$ cat src/rtl/alu_issue_seq.sv
// Single-issue sequencer: owns a 32x32 register file, feeds an external ALU and routes its
// result to writeback, load address or branch outputs. Define ALU_ISSUE_SEQ_DBG_EN for a debug read port.
module alu_issue_seq (
    input  logic        clk,
    input  logic        reset,
    input  logic        instr_valid,
    output logic        instr_ready,
    input  logic [31:0] instr,
    input  logic        ld_valid,
    input  logic [4:0]  ld_reg,
    input  logic [31:0] ld_data,
    output logic [5:0]  opcode,
    output logic [5:0]  func_field,
    output logic [31:0] A,
    output logic [31:0] B,
    input  logic [31:0] result,
    input  logic        zero,
    output logic        wb_valid,
    output logic [4:0]  wb_reg,
    output logic [31:0] wb_data,
    output logic        mem_valid,
    output logic [31:0] mem_addr,
    output logic        branch_taken,
    output logic        illegal,
    output logic        busy
`ifdef ALU_ISSUE_SEQ_DBG_EN
    ,
    input  logic [4:0]  dbg_raddr,
    output logic [31:0] dbg_rdata
`endif
);

    localparam logic [5:0] OP_RTYPE = 6'h00;
    localparam logic [5:0] OP_BEQ   = 6'h04;
    localparam logic [5:0] OP_LW    = 6'h23;
    localparam logic [5:0] FN_ADD   = 6'h20;
    localparam logic [5:0] FN_SUB   = 6'h22;
    localparam logic [5:0] FN_AND   = 6'h24;
    localparam logic [5:0] FN_OR    = 6'h25;
    localparam logic [5:0] FN_SLT   = 6'h2A;

    typedef enum logic [1:0] {
        IDLE = 2'd0,
        EXEC = 2'd1,
        DONE = 2'd2
    } state_t;

    state_t      state_reg;
    state_t      state_next;
    logic        accept;

    logic [31:0] rf_reg [32];
    logic        rf_we;
    logic [4:0]  rf_waddr;
    logic [31:0] rf_wdata;

    logic [31:0] rs_data;
    logic [31:0] rt_data;
    logic [31:0] b_next;
    logic [4:0]  rd_reg;

    logic        is_alu_op;
    logic        is_lw;
    logic        is_beq;

    // Shift-amount field is not used by any supported instruction.
    logic        unused_shamt;
    assign unused_shamt = ^instr[10:6];

    // ---------------- control FSM ----------------
    always_ff @(posedge clk) begin
        if (reset) begin
            state_reg <= IDLE;
        end else begin
            state_reg <= state_next;
        end
    end

    always_comb begin
        state_next  = state_reg;
        instr_ready = 1'b0;
        accept      = 1'b0;
        case (state_reg)
            IDLE: begin
                instr_ready = !ld_valid && !reset;
                if (instr_valid && instr_ready) begin
                    accept     = 1'b1;
                    state_next = EXEC;
                end
            end
            EXEC:    state_next = DONE;
            DONE:    state_next = IDLE;
            default: state_next = IDLE;
        endcase
    end

    assign busy = (state_reg != IDLE);

    // ---------------- register file ----------------
    // Preloads only happen in IDLE and writebacks only in DONE, so one write port suffices.
    always_comb begin
        rf_we    = 1'b0;
        rf_waddr = 5'd0;
        rf_wdata = 32'd0;
        if (state_reg == IDLE && ld_valid) begin
            rf_we    = 1'b1;
            rf_waddr = ld_reg;
            rf_wdata = ld_data;
        end else if (state_reg == DONE && wb_valid) begin
            rf_we    = 1'b1;
            rf_waddr = wb_reg;
            rf_wdata = wb_data;
        end
    end

    generate
        for (genvar gi = 0; gi < 32; gi++) begin : g_rf
            always_ff @(posedge clk) begin
                if (reset || gi == 0) begin
                    rf_reg[gi] <= 32'd0;
                end else if (rf_we && rf_waddr == 5'(gi)) begin
                    rf_reg[gi] <= rf_wdata;
                end
            end
        end
    endgenerate

    assign rs_data = rf_reg[instr[25:21]];
    assign rt_data = rf_reg[instr[20:16]];
    assign b_next  = (instr[31:26] == OP_LW) ? {{16{instr[15]}}, instr[15:0]} : rt_data;

`ifdef ALU_ISSUE_SEQ_DBG_EN
    assign dbg_rdata = rf_reg[dbg_raddr];
`endif

    // ---------------- decode of the issued instruction ----------------
    always_comb begin
        is_alu_op = 1'b0;
        if (opcode == OP_RTYPE) begin
            case (func_field)
                FN_ADD, FN_SUB, FN_AND, FN_OR, FN_SLT: is_alu_op = 1'b1;
                default:                               is_alu_op = 1'b0;
            endcase
        end
    end

    assign is_lw  = (opcode == OP_LW);
    assign is_beq = (opcode == OP_BEQ);

    // ---------------- ALU ports and completion outputs ----------------
    // Completion pulses are registered at the end of EXEC, so they are high exactly while in DONE.
    always_ff @(posedge clk) begin
        if (reset) begin
            opcode       <= 6'd0;
            func_field   <= 6'd0;
            A            <= 32'd0;
            B            <= 32'd0;
            rd_reg       <= 5'd0;
            wb_valid     <= 1'b0;
            wb_reg       <= 5'd0;
            wb_data      <= 32'd0;
            mem_valid    <= 1'b0;
            mem_addr     <= 32'd0;
            branch_taken <= 1'b0;
            illegal      <= 1'b0;
        end else begin
            wb_valid     <= 1'b0;
            mem_valid    <= 1'b0;
            branch_taken <= 1'b0;
            illegal      <= 1'b0;
            if (accept) begin
                opcode     <= instr[31:26];
                func_field <= instr[5:0];
                A          <= rs_data;
                B          <= b_next;
                rd_reg     <= instr[15:11];
            end
            if (state_reg == EXEC) begin
                if (is_alu_op) begin
                    wb_valid <= 1'b1;
                    wb_reg   <= rd_reg;
                    wb_data  <= result;
                end else if (is_lw) begin
                    mem_valid <= 1'b1;
                    mem_addr  <= result;
                end else if (is_beq) begin
                    branch_taken <= zero;
                end else begin
                    illegal <= 1'b1;
                end
            end
        end
    end

endmodule

$ cat config.mk
export PLATFORM = sky130hd
export DESIGN_NAME = alu_issue_seq
export DESIGN_NICKNAME = d
export VERILOG_FILES = /design/src/rtl/alu_issue_seq.sv
export SDC_FILE = /design/constraint.sdc
export NUM_CORES = 2
export LEC_CHECK = 0
export BUFFER_PORTS_ARGS = -buffer_cell sky130_fd_sc_hd__buf_4
export CAP_MARGIN = 20
export CORE_MARGIN = 2
export CORE_UTILIZATION = 50
export CTS_BUF_LIST = sky130_fd_sc_hd__clkbuf_2 sky130_fd_sc_hd__clkbuf_4 sky130_fd_sc_hd__clkbuf_8
export DETAILED_ROUTE_END_ITERATION = 16
export GPL_ROUTABILITY_DRIVEN = 0
export GPL_TIMING_DRIVEN = 0
export PLACE_DENSITY = 0.74
export SLEW_MARGIN = 5
export SYNTH_ARGS = -nofsm -noshare
export SYNTH_HDL_FRONTEND = slang
export SYNTH_SLANG_ARGS = --single-unit
$ cat constraint.sdc
create_clock -name clk -period 4.65 [get_ports clk]
set_input_delay 0 -clock clk [delete_from_list [all_inputs] [get_ports clk]]
set_output_delay 0 -clock clk [all_outputs]
set_load 0.05 [all_outputs]
# Word-level counts from Yosys, hierarchy flattened
# Memory sizes are Yosys's and may differ from the RTL's. A register that Yosys moved wholly into a read port is not among the register bits.
# Index checks and enable logic that the tools add are counted.
# classes
n_eq_ne	42
n_mux	143
n_reduce_logical	47
bitwise	34
# op_table
op	count
32-bit two-way mux	34
1-bit two-way mux	105
5-bit equality test (second input constant)	16
6-bit equality test (second input constant)	7
5-bit by 4-bit equality test with 1-bit output (second input constant)	8
1-bit logical AND	35
1-bit OR	31
5-bit by 3-bit equality test with 1-bit output (second input constant)	4
5-bit by 2-bit equality test with 1-bit output (second input constant)	2
5-bit two-way mux	2
5-bit OR reduction	2
6-bit by 3-bit equality test with 1-bit output (second input constant)	1
6-bit logical NOT	1
5-bit by 1-bit equality test with 1-bit output (second input constant)	1
2-bit case mux with 2 select lines	1
4-bit OR reduction	1
1-bit inverter	3
3-bit AND reduction	1
3-bit OR reduction	1
2-bit by 1-bit equality test with 1-bit output (second input constant)	1
2-bit equality test (second input constant)	1
1-bit logical NOT	2
2-bit logical NOT	1
2-bit two-way mux	1
4 further kinds	4
# totals
regBits	124
input_bits	106
ram_bits	1024
output_inout_bits	151
mem_count	1
word_cells	279
# mem_list
name	depth	word_bits	read_ports	rd_ports_with_merged_regs	write_ports	line_no	text
rf_reg	32	32	2	1	32	52	logic [31:0] rf_reg [32];

# Longest topological paths before layout
# logic_depth
word_depth	10
mapped_depth	9

# Least setup slack after synthesis
# No wires, ideal clock.
# synth_path
path_type	register to register
startpoint	reg wb_valid
endpoint	mem rf_reg[15][0] (enable)
required_time_ns	4.222
arrival_ns	3.189
stages_incl_launch_ff	6
path_slack_ns	1.033
path_cell_list	dfxtp_1 -> buf_4 -> nand3_1 -> a221oi_4 -> nand2_1 -> o21bai_1
# synth_rtl
item	line_no	text
from (decl)	18	output logic wb_valid,
from (signal assigned)	159	wb_valid <= 1'b0;
from (signal assigned)	167	wb_valid <= 1'b0;
from (signal assigned)	180	wb_valid <= 1'b1;
to (decl)	52	

# Final worst setup path
# layout_path
startpoint	reg state_reg[1]
endpoint	reg A[2] (read register of rf_reg)
# layout_between
elab_chain_cells	2
# layout_rtl
item	line_no	text
from (decl)	48	state_t state_reg;
from (signal assigned)	75	state_reg <= state_next;
2-bit logical NOT	83	case (state_reg)
1-bit two-way mux	83	
to (decl)	14	output logic [31:0] A,
# No other way between the ends.
# A chain may end at the register's enable or synchronous reset.

==> impl_metrics.csv <==
group,metric,value,unit
run_status,outcome,"complete, no violations",
sta,post-route-min-period,4170,ps
setup_path,slowest_stage,"sky130_fd_sc_hd__clkbuf_1",
floorplanning,die-width,344,µm
routing,drc,0,
sta,finalClockSkew,59.6,ps
setup_path,critical_path_peak_fanout,10,
sta,finalHoldWorstSlack,40.0,ps
pwr,switching_power,6.59,mW
run,drv_cap,0,
sta,setup_viol,0,
setup_path,r2r-start,"state_reg[1]",
routing,avgRoutedWirePerCell,35.7,µm
pwr,ir_drop,0.000263,V
floorplanning,initial_utilization,50.5,%
pwr,power_per_cell_area,359,nW/µm²
global_routing,grt_max_degree,27,
clock_network,cts.reportedPaths.clkPinSlew,70,ps
clock_network,cts_root_buffer,"sky130_fd_sc_hd__clkbuf_8",
setup_path,r2r_cells,9,
yosys,async_flop_share,0,%
sta,final_cycle_utilization_of_the_critical_path,89.8,%
routing,route.vias.total,46200,
setup_path,timing.critical_path.cells,"buf_6 -> nor4_4 -> nand2_2 -> dlygate4sd3_1 -> buf_6 -> nor2_1 -> clkbuf_1 -> o21ai_0 -> nor4b_1",
hold_path,endpoint_of_the_worst_hold_timing_path,"rf_reg[20][0]",
routing,vias_per_cell,6.95,
setup_path,critical_path_arrival,4960,ps
sta,timing_hold_violations_final,0,
yosys,syn_nets,4419,
clock_network,ctsResizeCount,0,
finish,nNetsFinal,5076,
setup_path,cpPeakStageDelay,770,ps
yosys,mappedNetlistArea,57800,µm²
clock_network,clock_path_buffers,3,
setup_path,crit_buf_inv,4,
setup_path,crit_path_end_kind,"flip-flop",
sta,setup_tns,0,ps
yosys,synth_warnings,0,
finish,post_layout_nonfiller_instances,6646,
routing,drtIter0Drc,9217,
floorplanning,floorplan.die.height,344,µm
global_routing,antenna_found_initial,8,
setup_path,r2r_setup_slack,480,ps
hold_path,worst_hold_path_startpoint,"ld_reg[2]",
yosys,fraction_of_the_yosys_area_taken_by_sequential_cells,56.9,%
yosys,yosysUniqueCellTypes,80,
yosys,synthesis.area_per_instance,13.4,µm²
clock_network,numCtsBuffers,188,
clock_network,postCtsSetupBuffers,0,
floorplanning,std_cell_rows,124,
global_routing,grt_remaining_overflow,0,
yosys,postSynthCellCount,4313,
floorplanning,fp.coreArea,115000,µm²
setup_path,critical_path.top_delay_family,"buffers and inverters",
yosys,synth_top_cell_by_area,"sky130_fd_sc_hd__edfxtp_1",
global_routing,grt_pass1_wl,324000,µm
pwr,clock_power_share,39.2,%
pwr,internal_power,17.9,mW
yosys,synthesized_flop_and_latch_total,1148,
sta,timing_worst_slew_pin_value,1390,ps
setup_path,timing_worst_setup_path_type,"flip-flop to flip-flop",
place,post-dp-hpwl,168000,µm
clock_network,cts_tree,"yes",
sta,grt_setup_unrepaired,"no",
floorplanning,die_area,118000,µm²
place,dpl_cell_area,62400,µm²
routing,remaining_antenna_violation_count,0,
floorplanning,io_pins,257,
setup_path,worst_ep_required_time,5440,ps
clock_network,cts_max_level,4,
setup_path,cp-start-kind,"flip-flop",
place,placed_insts,6119,
finish,largest_reg_flops,992,
pwr,p_leak,24.2,nW
finish,flow.area_growth_from_synthesis,18.0,%
clock_network,hold_buffers,164,
hold_path,worstHoldPathCells,5,
global_routing,grt_pass1_vias,45000,
finish,finish.utilization,59.6,%
setup_path,critPathMostFrequentCell,"sky130_fd_sc_hd__buf_6",
finish,drive_gt1_share,31.7,%
global_routing,global_route.usage.total,39.7,%
yosys,yosys-top-cells-area,"sky130_fd_sc_hd__edfxtp_1 (52%), sky130_fd_sc_hd__mux4_2 (16%), sky130_fd_sc_hd__nor2_1 (6.9%), sky130_fd_sc_hd__dfxtp_1 (5.4%), sky130_fd_sc_hd__mux2_2 (2.4%)",
setup_path,worst_r2r_dst,"A[2]",
setup_path,path_depth,9,
yosys,post-synth-top-area-fraction,51.5,%
finish,post-route-cell-area,68200,µm²
pwr,sequentialPowerShare,48.0,%
yosys,number_of_synthesized_flops_with_an_enable_pin,992,
pwr,power_frac_comb,12.8,%
clock_network,cts.sinks,1148,
pwr,switching_share,26.9,%
routing,dr.pass1.iters,12,
sta,max_freq,240,MHz
sta,slew_headroom,7.33,%
routing,totalWireLength,237000,µm
sta,drv_slew,0,
place,port_buffers,247,
clock_network,clk-insertion-delay-late,930,ps
hold_path,hold_path.class,"input pin to flip-flop",
yosys,synth_flop_cell,"sky130_fd_sc_hd__edfxtp_1",
routing by layer:
metal	track usage, %	part of all wire, %	vias up
met5	0.240	0.027	-
met4	34.0	11	6
met3	16.6	17	1244
met2	56.3	42	4929
met1	46.5	31	22400
li1	-	-	17700
layout by cell type, fill, tap and decap left out, types with 87 or more instances in the layout:
cell / n
sky130_fd_sc_hd__nor2_1: 1070
sky130_fd_sc_hd__buf_2: 228
sky130_fd_sc_hd__dfxtp_1: 156
sky130_fd_sc_hd__a21oi_1: 87
sky130_fd_sc_hd__mux2i_1: 91
sky130_fd_sc_hd__dlygate4sd3_1: 164
sky130_fd_sc_hd__clkbuf_1: 128
sky130_fd_sc_hd__clkbuf_4: 90
sky130_fd_sc_hd__buf_4: 296
sky130_fd_sc_hd__edfxtp_1: 992
sky130_fd_sc_hd__mux4_2: 419
sky130_fd_sc_hd__mux2_2: 121
sky130_fd_sc_hd__nand2_1: 152
sky130_fd_sc_hd__clkbuf_8: 214
per-stage QoR:
stage	total power, mW	setup WS [ps]
6_report	24.5	476
5_1_grt	24.8	655
4_1_cts	24.1	780
3_5_place_dp	14.8	775
3_3_place_gp	14.7	-857
2_1_floorplan	13.6	1030
Yosys cell counts (all sizes together) (36+ instances only):
cell	number
o21ai	54
mux4	419
nor2b	84
edfxtp	992
a22oi	41
o22ai	64
o21bai	36
a211oi	70
a21oi	87
buf	318
mux2	121
mux2i	91
nor2	1114
nand2b	39
dfxtp	156
clkbuf	128
nand2	168
worst max-delay path by stage:
stage / startpoint / end / slack [ps]
floorplan: wb_valid / rf_reg[15][0] / 1030
global placement: wb_valid / rf_reg[31][26] / -860
detailed placement: reset / rf_reg[15][22] / 780
CTS: state_reg[1] / A[3] / 780
global route: state_reg[1] / A[2] / 650
finish: state_reg[1] / A[2] / 480
logic make-up after synthesis:
kind of cell | count (synthesis) | share of synthesized area [%]
compound gates | 528 | 6.74
buf+inv | 458 | 4.31
flops | 1148 | 56.9
mux | 631 | 20.3
simple gates | 1548 | 11.8
power groups by stage:
stage	sequential [mW]	combinational, mW	clock [mW]
floorplan	12.0	1.56	0
CTS	11.7	2.96	9.44
global placement	12.0	2.71	0
detailed placement	12.0	2.84	0
global route	11.8	3.13	9.85
finish	11.8	3.14	9.60
final cells by class:
type | count | area, µm²
flip-flops and latches | 1148 | 32900
plain buffers | 446 | 2450
diodes | 9 | 22.5
clock inverters | 43 | 413
clock buffers | 302 | 3610
fillers | 8796 | 46300
multi-input cells | 2707 | 22500
repair buffers | 467 | 4390
well taps | 1512 | 1890
inverters | 12 | 45.0
worst register-to-register path, cell delays in order, from the launching register on:
cell and delay, ps:
sky130_fd_sc_hd__dfxtp_1 310, sky130_fd_sc_hd__buf_6 140, sky130_fd_sc_hd__nor4_4 330, sky130_fd_sc_hd__nand2_2 100, sky130_fd_sc_hd__dlygate4sd3_1 570, sky130_fd_sc_hd__buf_6 180
sky130_fd_sc_hd__nor2_1 550, sky130_fd_sc_hd__clkbuf_1 770, sky130_fd_sc_hd__o21ai_0 760, sky130_fd_sc_hd__nor4b_1 360
No activity file was read; power rests on OpenSTA's default activity.
